$ cat config.mk
export PLATFORM = sky130hd
export DESIGN_NAME = seq_slice_adder32
export DESIGN_NICKNAME = d
export VERILOG_FILES = /design/src/rtl/seq_slice_adder32.sv
export SDC_FILE = /design/constraint.sdc
export NUM_CORES = 1
export LEC_CHECK = 0
export CAP_MARGIN = 20
export CORE_MARGIN = 2
export CORE_UTILIZATION = 41
export DETAILED_ROUTE_END_ITERATION = 8
export GPL_TIMING_DRIVEN = 0
export MAX_ROUTING_LAYER = met4
export PLACE_DENSITY = 0.66
export SLEW_MARGIN = 15
export SYNTH_ARGS = -nofsm -noshare
export SYNTH_HDL_FRONTEND = slang
export SYNTH_SLANG_ARGS = --single-unit
$ cat constraint.sdc
create_clock -name clk -period 8.6 [get_ports clk]
set_input_delay 2.15 -clock clk [delete_from_list [all_inputs] [get_ports clk]]
set_output_delay 2.15 -clock clk [all_outputs]
set_load 0.005 [all_outputs]
$ cat src/rtl/seq_slice_adder32.sv
// Multi-cycle ripple adder: S = A + B + Cin, SLICE bits per clock.
// Carry rides between slices in a register; Cr/V follow the add convention.
module seq_slice_adder32 #(
  parameter int WIDTH = 32,
  parameter int SLICE = 8
) (
  input  logic             clk,
  input  logic             rst,
  input  logic             start,
  input  logic [WIDTH-1:0] A,
  input  logic [WIDTH-1:0] B,
  input  logic             Cin,
  output logic             busy,
  output logic             done,
  output logic [WIDTH-1:0] S,
  output logic             Cr,
  output logic             V
);

  localparam int N  = WIDTH / SLICE;
  localparam int IW = (N > 1) ? $clog2(N) : 1;

  typedef enum logic [1:0] {
    IDLE,
    RUN,
    DONE
  } state_t;

  state_t           state;
  state_t           state_nxt;
  logic [IW-1:0]    idx;
  logic             carry;
  logic [WIDTH-1:0] a_q;
  logic [WIDTH-1:0] b_q;
  logic [SLICE-1:0] a_s;
  logic [SLICE-1:0] b_s;
  logic [SLICE-1:0] sum_s;
  logic [SLICE:0]   c;
  logic             last;
  logic             accept;

  // One slice of the ripple chain; c[SLICE-1] is the carry into the MSB.
  always_comb begin
    a_s  = a_q[idx*SLICE +: SLICE];
    b_s  = b_q[idx*SLICE +: SLICE];
    c    = '0;
    sum_s = '0;
    c[0] = carry;
    for (int i = 0; i < SLICE; i++) begin
      sum_s[i] = a_s[i] ^ b_s[i] ^ c[i];
      c[i+1]   = (a_s[i] & b_s[i]) | (c[i] & (a_s[i] ^ b_s[i]));
    end
    last = (idx == IW'(N - 1));
  end

  always_comb begin
    state_nxt = state;
    accept    = 1'b0;
    unique case (state)
      IDLE: begin
        if (start) begin
          accept    = 1'b1;
          state_nxt = RUN;
        end
      end
      RUN: begin
        if (last) state_nxt = DONE;
      end
      DONE: begin
        if (start) begin
          accept    = 1'b1;
          state_nxt = RUN;
        end else begin
          state_nxt = IDLE;
        end
      end
      default: state_nxt = IDLE;
    endcase
    busy = (state == RUN);
    done = (state == DONE);
  end

  always_ff @(posedge clk) begin
    if (rst) state <= IDLE;
    else     state <= state_nxt;
  end

  always_ff @(posedge clk) begin
    if (rst) begin
      a_q   <= '0;
      b_q   <= '0;
      carry <= 1'b0;
      idx   <= '0;
      S     <= '0;
      Cr    <= 1'b0;
      V     <= 1'b0;
    end else if (accept) begin
      a_q   <= A;
      b_q   <= B;
      carry <= Cin;
      idx   <= '0;
      S     <= '0;
      Cr    <= 1'b0;
      V     <= 1'b0;
    end else if (state == RUN) begin
      S[idx*SLICE +: SLICE] <= sum_s;
      carry <= c[SLICE];
      idx   <= idx + 1'b1;
      if (last) begin
        Cr <= c[SLICE];
        V  <= c[SLICE] ^ c[SLICE-1];
      end
    end
  end

endmodule

==> impl_metrics.env <==
export IMPL_htreeDepth=3
export IMPL_start_util_pct=41.74
export IMPL_required_ns=8.85
export IMPL_die_height_um=108.6
export IMPL_p_clk_share_pct=33.3
export IMPL_fin_crit_ns=4.585
export IMPL_path_clk_slew_ns=0.10
export IMPL_clock_path_buffers=2
export IMPL_min_path_type="reg -> reg"
export IMPL_endpoint_kind="flip-flop"
export IMPL_async_reset_ff_share_pct=0
export IMPL_synth_avg_cell_area_um2=9.192
export IMPL_arrival_ns=4.84
export IMPL_p_leak_nw=2.070
export IMPL_die_area_um2=11790
export IMPL_r2r_setup_slack_ns=4.01
export IMPL_internal_power_w=0.0007453
export IMPL_antenna_found_initial=0
export IMPL_fin_cells=745
export IMPL_diodes=0
export IMPL_grt_overflow_total=0
export IMPL_post_route_period_util_pct=53.32
export IMPL_synth_compound_area_share_pct=13.53
export IMPL_powerDensity_nw_per_um2=170.3
export IMPL_areaGrowthSynthToFinish_pct=31.58
export IMPL_grt_max_degree=17
export IMPL_dp_cells=730
export IMPL_hold_depth=2
export IMPL_core_area_um2=10750
export IMPL_grt_pass1_wl_mm=18.90
export IMPL_dp_hpwl_mm=9.097
export IMPL_synth_top_area_share_pct=45.97
export IMPL_setup_tns_ns=0
export IMPL_yosysWarningCount=0
export IMPL_fin_skew_ns=0.01022
export IMPL_worstPathMaxFanout=9
export IMPL_path_class="reg -> reg"
export IMPL_synth_top_family_by_area="simple AND/OR/NAND/NOR gates"
export IMPL_synth_distinct_cells=34
export IMPL_grt_use_total_pct=21.69
export IMPL_synthAdderAreaFrac_pct=5.244
export IMPL_finalHoldViolCount=0
export IMPL_avgViaCountPerCell=5.066
export IMPL_drc=0
export IMPL_vias=3774
export IMPL_tightest_slew_ns=0.6232
export IMPL_cts_root_buf="clkbuf_8"
export IMPL_timing_slew_headroom_pct=58.45
export IMPL_rsz0062_at_grt="no"
export IMPL_combPwrFrac_pct=16.1
export IMPL_drt_first_pass_iters=5
export IMPL_ios=104
export IMPL_synthFlopType="dfxtp_1"
export IMPL_die_w_um=108.6
export IMPL_clock_sinks=103
export IMPL_yosysSeqAreaShare_pct=45.97
export IMPL_drt_initial_drc_count=161
export IMPL_ant_nets=0
export IMPL_peakVddDrop_mv=0.08114
export IMPL_syn_inst=488
export IMPL_yosys_area_top_type="dfxtp_1"
export IMPL_netSwitchingFraction_pct=25.86
export IMPL_rows=38
export IMPL_post_cts_buffers=0
export IMPL_clock_latency_ns=0.37
export IMPL_yosys_top_cells_area="dfxtp_1 (46%), nand2_1 (11%), a21oi_1 (8.4%)"
export IMPL_drive_gt1_share_pct=11.24
export IMPL_power_switching_w=0.0002600
export IMPL_rr_worst_depth=16
export IMPL_wl_per_cell_um=15.88
export IMPL_cts_buffers=9
export IMPL_place_congestion=0.8590
export IMPL_status="complete, no violations"
export IMPL_synth_most_common_cell="nand2_1"
export IMPL_io_buffers=102
export IMPL_synth_common_cells="nand2_1 (137), dfxtp_1 (103), a21oi_1 (75), inv_1 (43), o32ai_1 (21)"
export IMPL_cts_tree="built"
export IMPL_drv_slew=0
export IMPL_seq_power_share_pct=50.6
export IMPL_syn_nets=570
export IMPL_cp_start_kind="flip-flop"
export IMPL_ctsResizeCount=0
export IMPL_grt_pass1_vias=3673
export IMPL_setup_viol=0
export IMPL_max_freq_mhz=218.1
export IMPL_synth_xor_area_share_pct=0.3905
export IMPL_synth_area_um2=4486
export IMPL_drt_wl_total_mm=11.83
export IMPL_drv_cap=0
export IMPL_nNetsFinal=683
export IMPL_synth_edff_count=0
export IMPL_synthSimpleGateAreaFrac_pct=17.80
export IMPL_ys_ff_latch=103
export IMPL_synthMuxAreaShare_pct=8.703
export IMPL_ctsHoldBuffers=0
[cell type report]
cell class                      instances  area [um^2]
Sequential cell                       103         2062
Multi-Input combinational cell        308         2048
Tap cell                              140        175.2
Inverter                               44        165.2
Clock inverter                          5        82.58
Timing Repair Buffer                  102         1021
Fill cell                            1023         4843
Clock buffer                           10        137.6
Buffer                                 33        210.2
[power by group through the flow]
stage	combinational (W)	sequential, W	clock [W]
global placement	0.000160	0.000518	0
CTS	0.000162	0.000508	0.000338
floorplan	0.0000947	0.000515	0
global route	0.000177	0.000511	0.000357
finish	0.000162	0.000508	0.000335
detailed placement	0.000162	0.000519	0
[cells by family after synthesis]
family	count (synthesis)
muxes	19
and+or+nand+nor	172
xor gates and xnor gates	2
AOI/OAI and AO/OA	101
adders and majority gates	14
buffers and inverters	77
DFF	103
[state kept, by name (all words and copies together) (netlist names)]
name,flops
Cr,1
b_q,32
carry,1
S,32
state,2
V,1
idx,2
a_q,32
[worst max-delay path: stages (launching register included)]
cell and delay, ns:
dfxtp_1 0.41, buf_2 0.31, mux4_2 0.27, inv_1 0.06, fa_1 0.38, fa_1 0.40, fa_1 0.39, fa_1 0.37
inv_1 0.07, fa_1 0.15, inv_1 0.05, fa_1 0.38, fa_1 0.42, inv_1 0.09, fa_1 0.49, nand4_1 0.14
a21oi_1 0.08
[worst paths after layout]
path,start,to
max,idx[1],S[15]
min,S[11],S[11]
max reg2reg,idx[1],S[15]
min reg2reg,S[11],S[11]
[per-layer routing]
layer / GRT usage, % / vias to the layer above / routed length (um)
met2: 35.40 / 115 / 5730
li1: - / 1857 / -
met4: 4.762 / 0 / 72
met5: - / - / 0
met3: 3.797 / 11 / 542
met1: 28.32 / 1791 / 5484
[metrics by stage]
step | setup slack, ns | total power [W] | hold WS (ns) | instance area [um^2] | util [%]
after floorplan | 4.408 | 0.0006102 | 0.4331 | 4486 | -
after global placement | 4.106 | 0.0006786 | 0.4401 | 5682 | 52.88
after detailed placement | 4.097 | 0.0006815 | 0.4431 | 5682 | 52.88
after CTS | 4.069 | 0.001008 | 0.4557 | 5902 | 54.93
after global routing | 3.882 | 0.001044 | 0.4707 | 5902 | 54.93
final | 4.015 | 0.001005 | 0.4561 | 5902 | 54.93
[placed cells by master, fill, tap and decap left out, types with 8 or more instances in the layout]
master	count
dfxtp_1	103
nand2_1	137
mux4_2	16
buf_2	12
buf_4	9
a21oi_1	75
inv_1	43
o32ai_1	21
clkbuf_8	10
fa_1	8
clkdlybuf4s50_1	102
(Power assumes the default switching activity.)
